`config.mk`:
```
export PLATFORM = sky130hd
export DESIGN_NAME = word_triple_framer
export DESIGN_NICKNAME = d
export VERILOG_FILES = /design/src/rtl/word_triple_framer.sv
export SDC_FILE = /design/constraint.sdc
export NUM_CORES = 1
export LEC_CHECK = 0
export ABC_AREA = 1
export CORE_ASPECT_RATIO = 1.2
export CORE_UTILIZATION = 40
export CTS_BUF_LIST = sky130_fd_sc_hd__clkbuf_4 sky130_fd_sc_hd__clkbuf_8
export CTS_CLUSTER_DIAMETER = 150
export DETAILED_ROUTE_END_ITERATION = 10
export PLACE_DENSITY_LB_ADDON = 0.1
export SYNTH_ARGS = -nofsm -noshare
export SYNTH_HDL_FRONTEND = slang
export SYNTH_SLANG_ARGS = --single-unit
```
`constraint.sdc`:
```
create_clock -name clk -period 1.8 [get_ports clk]
set_input_delay 0.27 -clock clk [delete_from_list [all_inputs] [get_ports clk]]
set_output_delay 0.27 -clock clk [all_outputs]
set_load 0.02 [all_outputs]
```
`src/rtl/word_triple_framer.sv`:
```
// word_triple_framer
//   Streaming wrapper around an external combinational W-bit bitwise stage.
//   Groups an input byte stream into (a, b, c) triples and presents each triple on
//   registered operand ports. The stage result is captured into a 2-entry output FIFO
//   that is read through a valid/ready interface.
//
// Parameters
//   W        byte width, equal to the bitwise stage width
//   TIMEOUT  idle cycles before a partial triple is dropped (1..65535); only used when
//            the macro WORD_FRAMER_TIMEOUT_EN is defined
//
// Build option
//   WORD_FRAMER_TIMEOUT_EN  enables the idle timeout on partial triples. When undefined,
//                           partial triples wait indefinitely and drop only comes from s_sof.
//
// Ports
//   clk, rst_n            clock (rising edge) and asynchronous active-low reset
//   s_valid/s_ready       input byte handshake
//   s_data, s_sof         input byte and start-of-frame marker
//   op_a, op_b, op_c      registered operands to the bitwise stage
//   op_res                combinational result from the bitwise stage
//   m_valid/m_ready       result handshake, m_data is the FIFO head
//   frame_cnt             number of results pushed into the FIFO (wraps)
//   drop                  one-cycle pulse when a partial triple is discarded

module word_triple_framer #(
    parameter int unsigned W       = 8,
    parameter int unsigned TIMEOUT = 255
) (
    input  logic         clk,
    input  logic         rst_n,
    input  logic         s_valid,
    output logic         s_ready,
    input  logic [W-1:0] s_data,
    input  logic         s_sof,
    output logic [W-1:0] op_a,
    output logic [W-1:0] op_b,
    output logic [W-1:0] op_c,
    input  logic [W-1:0] op_res,
    output logic         m_valid,
    input  logic         m_ready,
    output logic [W-1:0] m_data,
    output logic [15:0]  frame_cnt,
    output logic         drop
);

    typedef enum logic [1:0] {StC0, StC1, StC2, StCalc} state_e;

    state_e       state;
    logic         accept;
    logic         timeout;
    logic         push;
    logic         pop;
    logic [1:0]   fifo_cnt;
    logic [W-1:0] fifo_head;
    logic [W-1:0] fifo_tail;

    assign s_ready = (state != StCalc);
    assign accept  = s_valid && s_ready;

    assign m_valid = (fifo_cnt != 2'd0);
    assign m_data  = fifo_head;
    assign pop     = m_valid && m_ready;
    // A full FIFO can still take the result when its head leaves in the same cycle.
    assign push    = (state == StCalc) && ((fifo_cnt != 2'd2) || pop);

`ifdef WORD_FRAMER_TIMEOUT_EN
    localparam logic [15:0] TimeoutLast = 16'(TIMEOUT - 1);

    logic [15:0] idle_cnt;
    logic        in_partial;

    assign in_partial = (state == StC1) || (state == StC2);
    assign timeout    = in_partial && !accept && (idle_cnt == TimeoutLast);

    always_ff @(posedge clk or negedge rst_n) begin
        if (!rst_n) begin
            idle_cnt <= 16'd0;
        end else if (!in_partial || accept || timeout) begin
            idle_cnt <= 16'd0;
        end else begin
            idle_cnt <= idle_cnt + 16'd1;
        end
    end
`else
    // TIMEOUT has no effect in this build.
    assign timeout = (TIMEOUT == 0) && 1'b0;
`endif

    // Triple collection FSM with its registered outputs.
    always_ff @(posedge clk or negedge rst_n) begin
        if (!rst_n) begin
            state     <= StC0;
            op_a      <= '0;
            op_b      <= '0;
            op_c      <= '0;
            frame_cnt <= 16'd0;
            drop      <= 1'b0;
        end else begin
            drop <= 1'b0;
            case (state)
                StC0: begin
                    if (accept) begin
                        op_a  <= s_data;
                        state <= StC1;
                    end
                end
                StC1: begin
                    if (accept) begin
                        if (s_sof) begin
                            op_a  <= s_data;
                            drop  <= 1'b1;
                        end else begin
                            op_b  <= s_data;
                            state <= StC2;
                        end
                    end else if (timeout) begin
                        drop  <= 1'b1;
                        state <= StC0;
                    end
                end
                StC2: begin
                    if (accept) begin
                        if (s_sof) begin
                            op_a  <= s_data;
                            drop  <= 1'b1;
                            state <= StC1;
                        end else begin
                            op_c  <= s_data;
                            state <= StCalc;
                        end
                    end else if (timeout) begin
                        drop  <= 1'b1;
                        state <= StC0;
                    end
                end
                StCalc: begin
                    if (push) begin
                        frame_cnt <= frame_cnt + 16'd1;
                        state     <= StC0;
                    end
                end
                default: state <= StC0;
            endcase
        end
    end

    // Two-entry result FIFO kept as head/tail registers so m_data is always a flop.
    always_ff @(posedge clk or negedge rst_n) begin
        if (!rst_n) begin
            fifo_cnt  <= 2'd0;
            fifo_head <= '0;
            fifo_tail <= '0;
        end else begin
            case (fifo_cnt)
                2'd0: begin
                    if (push) begin
                        fifo_head <= op_res;
                        fifo_cnt  <= 2'd1;
                    end
                end
                2'd1: begin
                    if (push && pop) begin
                        fifo_head <= op_res;
                    end else if (push) begin
                        fifo_tail <= op_res;
                        fifo_cnt  <= 2'd2;
                    end else if (pop) begin
                        fifo_cnt  <= 2'd0;
                    end
                end
                2'd2: begin
                    if (pop) begin
                        fifo_head <= fifo_tail;
                        if (push) begin
                            fifo_tail <= op_res;
                        end else begin
                            fifo_cnt <= 2'd1;
                        end
                    end
                end
                default: fifo_cnt <= 2'd0;
            endcase
        end
    end

endmodule

```
After elaboration in Yosys (flattened, before gate mapping)

Index checks and enable logic that the tools add are counted.

Register bits: 61
Input port bits: 21
Output and inout port bits: 51
Word-level logic and storage cells: 80

$add $sub $neg: 1
Equal/unequal tests: 20
Multiplexer cells: 29
Bitwise logic cells: 1
Reductions and logical operators: 20

Operators with widths:

| cell                  | number |
|---|---|
| $mux 8                | 9 |
| $pmux 8 s2            | 2 |
| $mux 2                | 12 |
| $ne 2x2->1 const B    | 12 |
| $pmux 8 s3            | 1 |
| $add 16x1->16 const B | 1 |
| $reduce_and 5->1      | 2 |
| $reduce_and 3->1      | 3 |
| $pmux 2 s4            | 1 |
| $reduce_and 4->1      | 2 |
| $eq 2x2->1 const B    | 3 |
| $pmux 2 s3            | 1 |
| $reduce_bool 2->1     | 3 |
| $eq 2x1->1 const B    | 2 |
| $logic_and 1x1->1     | 4 |
| $logic_not 2->1       | 2 |
| $ne 2x1->1 const B    | 2 |
| $mux 1                | 3 |
| $ne 3x3->1 const B    | 1 |
| $reduce_bool 3->1     | 1 |
| $reduce_and 2->1      | 1 |
| $reduce_or 2->1       | 1 |
| $logic_or 1x1->1      | 1 |
| $not 1->1             | 1 |

Logic depth before layout (Yosys ltp)

Depth in word-level cells: 7
Mapped depth: 9
Gate-level depth less buffers: 9

Least setup slack after synthesis

Ideal clock, no wire load.

Kind: reg-to-reg
Start: register state[1]
End: register op_a[2]
Library setup time: 118 ps
Arrival: 1,419 ps
Required time: 1,682 ps
Path slack: 264 ps
Stages on the path, launching flop included: 9
Path buffers: 1
Clock period less this slack: 1,536 ps
Cell sequence: dfrtp_1 -> ha_1 -> inv_4 -> nand2_4 -> nor2_1 -> a31oi_4 -> buf_6 -> nand2_1 -> o21ai_2

Word-level cells in the longest chain between the ends: 4
Elaborated cells between the ends (all ways): 12
Classes of those cells: 6 x eq/ne; 1 x mux; 5 x reduce/logical

RTL lines:

| element                                                          | RTL line | text |
|---|---|---|
| start, declared                                                  | 49       | `state_e state;` |
| start signal, assigned                                           | 93       | `state <= StC0;` |
| start signal, assigned                                           | 105      | `state <= StC1;` |
| start signal, assigned                                           | 115      | `state <= StC2;` |
| $ne 2x2->1 *                                                     | 58       | `assign s_ready = (state != StCalc);` |
| net s_ready                                                      | 33       | `output logic s_ready,` |
| $logic_and 1x1->1 *                                              | 59       | `assign accept = s_valid && s_ready;` |
| $ne 2x2->1 (no source line) / $ne 2x1->1 (equally long branches) | --       |  |
| $reduce_and 4->1 (no source line) *                              | --       |  |
| end signal, assigned                                             | 104      | `op_a <= s_data;` |
| end signal, assigned                                             | 111      | `op_a <= s_data;` |
| end signal, assigned                                             | 125      | `op_a <= s_data;` |
| end, declared                                                    | 36       | `output logic [W-1:0] op_a,` |

Mark *: on every way through the listed nets, which the timed path passes. The rest lies on a longest branch.
A chain may end at the register's enable or synchronous reset.

Final worst setup path

Start: register state[1]
End: output s_ready

Word-level cells in the longest chain between the ends: 1

RTL lines:

| element       | RTL line |
|---|---|
| $ne 2x2->1    | 58 |
| end, declared | 33 |

No other way between the ends.

==> impl_metrics.py <==
metrics = {
    "worst_setup_path": {
        "path_class": "register to primary output",
        "crit_path_top_delay_cell": "dfrtp_1",
        "crit_fanout": 6,
        "critPathCaptureType": "primary output",
        "cp_slowest_stage_delay_ps": 440,
        "worstPathArrival_ps": 1440,
        "crit_chain": "ha_1 -> inv_4 -> clkdlybuf4s15_1",
        "worstPathRequired_ps": 1530,
        "cp-start-kind": "register",
    },
    "final_layout": {
        "design_area_sq_mm": 0.00396,
        "fin_cells": 518,
        "fillerInstances": 659,
        "final_core_util_pct": 57.1,
        "area_growth_syn_to_layout_pct": 35.8,
        "layout_commonest_cell": "nand2_1",
        "final_cell_mix": "109 x nand2_1, 68 x clkdlybuf4s50_1, 61 x dfrtp_1, 50 x o21ai_0, 43 x inv_1",
        "multiInputGateArea_sq_mm": 0.00116,
        "antenna_cells": 0,
        "drive_gt1_share_pct": 9.28,
        "register_area_sq_mm": 0.00153,
        "final_nets": 453,
    },
    "routing": {
        "dr.first_iter.drc_count": 130,
        "num_vias": 2427,
        "dr.pass1.iters": 4,
        "wl_per_cell_microns": 12.2,
        "viasPerCell": 4.69,
        "routed_wl_microns": 6310,
        "drcViolationCount": 0,
        "ant_nets": 0,
    },
    "synth": {
        "syn_inst": 346,
        "yosys-top-cells-area": "dfrtp_1 52%, nand2_1 14%, o21ai_0 8.6%, inv_1 5.5%, nor2_1 2.7%",
        "synth_area_sq_mm": 0.00292,
        "synth.distinct_cells": 25,
        "synth-seq-cells": 61,
        "yosys.area.top_type": "dfrtp_1",
        "ys_seq_area_share_pct": 52.3,
        "ys_warn_count": 0,
        "syn_avg_cell_area_sq_um": 8.43,
        "syn-num-nets": 373,
        "synth_top_area_share_pct": 52.3,
    },
    "sta": {
        "finalSetupTns_ps": 0,
        "setup_viol": 0,
        "max_slew_margin_pct": 70.1,
        "rsz0062_at_grt": "no",
        "drv_slew": 0,
        "skew_ps": 8.56,
        "post-route-min-period_ps": 1710,
        "max_freq_ghz": 0.584,
        "finalHoldViolCount": 0,
        "worst_pin_slew_ps": 447,
        "period_share_pct": 95.1,
        "hold_ws_ps": 475,
    },
    "power_and_ir_drop": {
        "peakVddDrop_mv": 0.962,
        "p_leak_nw": 1.86,
        "power-per-cell-area_mw_per_mm2": 1700,
    },
    "global_routing": {
        "grt_util_all_layers_pct": 18.5,
        "grt_max_degree": 62,
        "overflow": 0,
        "first_global_vias": 2394,
        "grt_util_met3_pct": 4.69,
        "grt_pass1_wl_microns": 10700,
        "gr-usage-met1_pct": 21.1,
        "antenna_found_initial": 0,
        "met2_usage_pct": 31.8,
        "grt.busiest_layer": "met2",
    },
    "clock_network": {
        "root_buffer": "clkbuf_8",
        "cts_tree": "built",
        "clk_latency_ps": 330,
        "clock_sinks": 61,
        "cts_buffers": 9,
        "cts_max_level": 3,
        "clk_pin_slew_ps": 70,
        "clockBufferDepth": 2,
    },
    "floorplan": {
        "io-pin-count": 72,
        "initial_core_util_pct": 42.0,
        "core-area_sq_mm": 0.00694,
        "die_w_microns": 80.0,
        "fp-row-count": 33,
        "die_h_microns": 95.5,
        "die_area_sq_mm": 0.00764,
    },
    "placement": {
        "gp_congestion": 0.785,
        "place_area_sq_mm": 0.00372,
        "dp_cells": 500,
        "port-buffer-count": 71,
        "hpwl_microns": 4440,
    },
    "worst_hold_path": {
        "hold_path_class": "input port to async pin",
    },
    "run_status": {
        "status": "finished, final reports clean",
    },
    "job": {
        "maxCapViolCount": 0,
    },
}
## Yosys cell counts
cell,count
o21bai_1,1
a21oi_4,1
nand2_1,109
inv_1,43
inv_4,2
xnor2_1,2
nand4_1,8
ha_1,6
nor2_4,1
a31oi_4,1
nor3_1,2
o21ai_0,50
o21ai_2,5
o21ai_1,2
inv_2,2
nand2_2,3
buf_6,2
dfrtp_1,61
nand3_1,9
buf_4,1
nand3_2,3
nor2_1,21
xor2_1,6
nand2_4,1
buf_2,4
## sequential cells by signal (all words and copies together) (netlist names)
register / cells
drop: 1
fifo_cnt: 2
fifo_tail: 8
frame_cnt: 16
m_data: 8
op_a: 8
op_b: 8
op_c: 8
state: 2
## cell families (layout without fill, tap and decap cells)
group / after synthesis / count (layout) / share of synthesized area (%)
buffers and inverters: 54 / 139 / 7.94
AOI/OAI and AO/OA: 60 / 60 / 12.0
and+or+nand+nor: 157 / 157 / 22.8
DFF: 61 / 61 / 52.3
xor gates and xnor gates: 8 / 8 / 2.40
adders and majority gates: 6 / 6 / 2.57
## critical path, delay by kind of cell, from the launching register on
kind	cells	cell delay [ps]
flip-flops	1	440
buffers and inverters	2	420
adder cells (fa/ha/maj)	1	250
## power by group
| part | internal (mW) | total, mW | switching [mW] |
|---|---|---|---|
| Sequential | 1.96 | 2.33 | 0.378 |
| Clock | 0.767 | 1.30 | 0.536 |
| Combinational | 1.37 | 3.11 | 1.75 |
| Total | 4.09 | 6.75 | 2.66 |
## worst paths after layout
check	startpoint	to	slack [ps]	depth (start not counted)
worst max-delay path	state[1]$_DFFE_PN0P_	s_ready	90	3
worst min-delay path	rst_n	frame_cnt[5]$_DFFE_PN0P_	470	3
worst max register to register	state[1]$_DFFE_PN0P_	m_data[4]$_DFFE_PN0P_	200	7
worst min register to register	op_b[4]$_DFFE_PN0P_	op_b[4]$_DFFE_PN0P_	490	2
max in group asynchronous	rst_n	state[0]$_DFFE_PN0P_	1050	3
min in group clk	op_b[4]$_DFFE_PN0P_	op_b[4]$_DFFE_PN0P_	490	2
## stage by stage
step                setup slack (ps)  power [mW]
finish                          89.0        6.75
CTS                             34.5        6.77
global route                    24.4        7.26
floorplan                        264        4.17
detailed placement              41.4        5.45
global placement                97.0        5.39
## repair_timing
action | 4_1_cts | 5_1_grt
hold buffers | 1 | 0
buffers inserted | 0 | 1
hold endpoints to repair | 61 | 0
setup endpoints to repair | 2 | 8
gates resized for setup | 2 | 1
## layer usage
| layer | part of all wire (%) | wire, microns | vias to the layer above |
|---|---|---|---|
| met2 | 49 | 3100 | 62 |
| met5 | 0 | 0 | - |
| li1 | - | - | 1249 |
| met4 | 1.0 | 65 | 0 |
| met1 | 44 | 2790 | 1112 |
| met3 | 5.6 | 356 | 4 |
## area by class of cell
| cell class | count | share of cell area (%) |
|---|---|---|
| repair buffers | 76 | 19.4 |
| inverters | 47 | 4.58 |
| multi-input cells | 231 | 29.3 |
| clock buffers | 13 | 4.36 |
| well taps | 87 | 2.75 |
| flip-flops and latches | 61 | 38.5 |
| clock inverters | 3 | 1.07 |
(Power assumes the default switching activity.)
==> variant 1, RTL diff (same flow settings) <==
The 4 states of `state_e` get a Gray code encoding in 2 bits.
--- a/src/rtl/word_triple_framer.sv
+++ b/src/rtl/word_triple_framer.sv
@@ -44,7 +44,7 @@
     output logic         drop
 );
 
-    typedef enum logic [1:0] {StC0, StC1, StC2, StCalc} state_e;
+    typedef enum logic [1:0] {StC0 = 2'b00, StC1 = 2'b01, StC2 = 2'b11, StCalc = 2'b10} state_e;
 
     state_e       state;
     logic         accept;
Check against the original RTL: no difference found for any inputs over 10 cycles, from zero or initial values and one cycle with rst_n low; not proved beyond that.
==> variant 1 against the original RTL <==
Synthesized area is 1.5% lower. Design area rose by 0.22%. Power down 1.8%. Clock skew is 0.0014 ns lower. Die area shrank 1.5%. Synthesized cell count is 8.7% lower. Sequential cell count is the same. Global-route usage grew 0.19 points. Non-clock buffer count up 3. Routed wire length decreased by 1.3%. Maximum frequency increased by 2.3%. Count of clock-buffer cells in the layout down 3. Worst setup slack improved by 0.038 ns. Clock power increased by 26%. Critical endpoint is now frame_cnt[9].
==> variant 1: results (changes against the original RTL) <==
- Reg2reg end: frame_cnt[11] (was m_data[4])
- Syn Inst Count: 316 (was 346)
- R2r setup slk: 0.30 ns (was 0.20 ns)
- Top cell family by delay on the critical path: buffers and inverters (was flip-flops)
- Peak supply drop: 0.000991 V (was 0.000962 V)
- Pre-antenna DRT Iters: 6 (was 4)
- Ranking of synthesized cells by area: dfrtp_1, nand2_1, nand3_1 (was dfrtp_1, nand2_1, o21ai_0)
- Overall Global Routing Usage: 18.7% (was 18.5%)
- Final HPWL DP: 4.30 mm (was 4.44 mm)
- Crit path DAT: 1.40 ns (was 1.44 ns)
- Clock latency on the worst-skew pair: 0.33 ns (about the same)
- Status: finished, final reports clean (unchanged)
- Post-CTS Setup Repair Bufs: 0 (unchanged)
- Initial antenna violation count: 0 (unchanged)
- DP Worst Slack: 0.195 ns (was 0.0414 ns)
- Root Buffer: clkbuf_8 (unchanged)
- Depth of the CTS H-tree: 3 (unchanged)
- Share of cells above drive strength 1: 14.3% (was 9.28%)
- Final nets: 423 (was 453)
- Maximum root-to-sink buffer count: 2 (unchanged)
- Routed wire length: 6.23 mm (was 6.31 mm)
- Synth async-reset ratio: 100% (unchanged)
- Sequential area share after synthesis: 53.2% (was 52.3%)
- CP Max Fanout: 6 (unchanged)
- DR vias: 2347 (was 2427)
- Commonest cells post-synth: nand2_1, dfrtp_1, inv_1 (was nand2_1, dfrtp_1, o21ai_0)
- Type of the worst min-delay path: primary input to async pin (unchanged)
- Per-cell routed wire length: 12.6 µm (was 12.2 µm)
- Routability cong.: 0.766 (was 0.785)
- Crit-path max cell delay: 0.64 ns (was 0.44 ns)
- Post-synthesis net count: 338 (was 373)
- 1st-iter DRT viols: 154 (was 130)
- Largest net degree at the start of global routing: 62 (unchanged)
- First-pass GRT wire length: 10.7 mm (about the same)
- Yosys cell types: 32 (was 25)
- Placed Instances: 476 (was 500)
- R2R Path Start: state[0] (was state[1])
- Worst-Margin Slew: 0.343 ns (was 0.447 ns)
- Most flops, register: frame_cnt (unchanged)
- CP max-delay cell: clkdlybuf4s50_1 (was dfrtp_1)
- Worst Skew: 0.00719 ns (was 0.00856 ns)
- Static leakage: 1.84 nW (was 1.86 nW)
variant 1: worst max-delay path by stage:
stage | startpoint | to | slack [ns] | depth (start not counted)
after floorplan | frame_cnt[2] | frame_cnt[13] | 0.51 | 7
after global routing | state[1] | s_ready | 0.04 | 4
after CTS | fifo_cnt[1] | m_valid | 0.01 | 3
after detailed placement | state[1] | s_ready | 0.19 | 4
final | frame_cnt[9] | frame_cnt[9] | 0.13 | 1
after global placement | m_ready | frame_cnt[2] | 0.19 | 7
variant 1: per-stage QoR:
step           hold slack, ns  util [%]  area (µm²)
5_1_grt                 0.494      57.6        3970
3_3_place_gp            0.310      53.5        3690
6_report                0.471      57.6        3970
4_1_cts                 0.476      57.5        3970
2_1_floorplan         -0.0256         -        2870
3_5_place_dp            0.309      53.5        3690
variant 1: area by class of cell:
type	instances	area [µm²]	area share (%)
flip-flops and latches	61	1530	38.5
well taps	87	109	2.74
repair buffers	79	782	19.7
clock inverters	6	134	3.37
inverters	30	113	2.84
multi-input cells	220	1170	29.4
clock buffers	10	138	3.47
variant 1: logic make-up (layout without fill, tap and decap cells):
kind of cell | after synthesis | after routing | synth area share [%]
buf+inv | 35 | 125 | 6.19
flops | 61 | 61 | 53.2
xor+xnor | 8 | 8 | 2.44
simple gates | 163 | 163 | 26.8
compound gates | 48 | 48 | 11.0
fa+ha+maj | 1 | 1 | 0.436
variant 1: timing repair:
action	in CTS	in global routing
hold endpoints to repair	61	0
hold buffers	1	0
setup endpoints to repair	1	1
gates resized for setup	1	1
variant 1: routing by layer:
layer / up-vias / GRT usage, % / wire, µm
li1: 1196 / - / -
met1: 1085 / 21.9 / 2690
met2: 57 / 31.5 / 3090
met3: 9 / 5.12 / 360
met4: 0 / 8.64 / 89
met5: - / 0 / 0
variant 1: report_power, final:
part	internal (mW)	switching (mW)
Combinational	1.22	1.46
Sequential	1.91	0.392
Clock	1.10	0.541
Total	4.23	2.39
==> variant 2, RTL diff (same settings) <==
Made on the original files. The parameter `W` goes from 8 to 10.
--- a/src/rtl/word_triple_framer.sv
+++ b/src/rtl/word_triple_framer.sv
@@ -24,7 +24,7 @@
 //   drop                  one-cycle pulse when a partial triple is discarded
 
 module word_triple_framer #(
-    parameter int unsigned W       = 8,
+    parameter int unsigned W       = 10,
     parameter int unsigned TIMEOUT = 255
 ) (
     input  logic         clk,
Interface: changed (6 resized); port bits go from 72 to 84. No check against the original RTL was run, so the function may have changed too.
==> variant 2 against the original RTL <==
Sequential cell count increased by 10. Clock power increased by 7%. Worst setup slack got worse by 0.0076 ns. Design area increased by 16%. Global-route usage about the same. Synthesized area increased by 16%. Power increased by 18%. Routed wire length increased by 17%. Clock skew about the same. Largest cell class unchanged. Highest routed layer unchanged.
==> variant 2: results (changes against the original RTL) <==
- Status: finished, final reports clean (unchanged)
- FF+latch area: 1780 µm² (was 1530 µm²)
- Finished Layout Cells: 601 (was 518)
- Overall Global Routing Usage: 18.5% (about the same)
- Fill count: 762 (was 659)
- Hold Slack: 0.486 ns (was 0.475 ns)
- Placed cell areas: 4380 µm² (was 3720 µm²)
- First-pass GRT wire length: 12.8 mm (was 10.7 mm)
- Post-synthesis net count: 422 (was 373)
- Yosys cell types: 27 (was 25)
- Port Buf Inserts: 83 (was 71)
- Placed Instances: 584 (was 500)
- Sequential area share after synthesis: 52.5% (was 52.3%)
- 1st-iter DRT viols: 60 (was 130)
- FMAX: 582 MHz (was 584 MHz)
- Peak supply drop: 0.000833 V (was 0.000962 V)
- Final nets: 513 (was 453)
- Pre-antenna DRT Iters: 6 (was 4)
- Top cell family by delay on the critical path: buffers and inverters (was flip-flops)
- CP Max Fanout: 5 (was 6)
- Largest net degree at the start of global routing: 72 (was 62)
- P_int: 4.81 mW (was 4.09 mW)
- Pwr Density: 1740 nW/µm² (was 1700 nW/µm²)
- Final HPWL DP: 5.18 mm (was 4.44 mm)
- Commonest cells post-synth: nand2_1, dfrtp_1, inv_1 (was nand2_1, dfrtp_1, o21ai_0)
## variant 2: cell types whose count changed in the layout (fill, tap and decap cells not counted), moves of 3 or more
cell | before | now
o21ai_1 | 2 | 8
dfrtp_1 | 61 | 71
o21ai_0 | 50 | 40
nand2_1 | 109 | 125
clkbuf_8 | 12 | 9
nor2_1 | 21 | 17
clkdlybuf4s50_1 | 68 | 80
inv_1 | 43 | 46
o21ai_2 | 5 | 21
nor2_2 | 0 | 3
## variant 2: area by class of cell
type / count / area share, %
clock buffer: 10 / 2.85
clock inverter: 6 / 1.85
inverter: 51 / 4.21
multi-input combinational: 257 / 28.9
sequential: 71 / 38.6
tap: 114 / 3.10
timing repair buffer: 92 / 20.5
## variant 2: worst paths after layout
kind | startpoint | endpoint | cells past startpoint
max in group asynchronous | rst_n | fifo_tail[9] | 3
min in group asynchronous | rst_n | frame_cnt[6] | 3
hold / removal | op_a[1] | op_a[1] | 2
hold reg to reg | op_a[1] | op_a[1] | 2
setup reg to reg | state[0] | op_a[4] | 8
setup / recovery | frame_cnt[3] | frame_cnt[3] | 1
## variant 2: logic make-up (layout without fill, tap and decap cells)
| family | Yosys count | in the layout | share of synthesized area, % |
|---|---|---|---|
| AND/OR/NAND/NOR | 172 | 172 | 21.4 |
| XOR/XNOR | 7 | 7 | 1.81 |
| flip-flops | 71 | 71 | 52.5 |
| buffers and inverters | 63 | 159 | 8.27 |
| adder cells (fa/ha/maj) | 6 | 6 | 2.22 |
| AO/OA/AOI/OAI | 72 | 72 | 13.9 |
## variant 2: layer usage
layer  vias to the layer above  wire length [µm]  GRT usage (%)
met1                      1294              3180           21.7
met2                        66              3670           31.8
met5                         -                 0              0
li1                       1410                 -              -
met3                        10               446           5.28
met4                         0               106           7.69
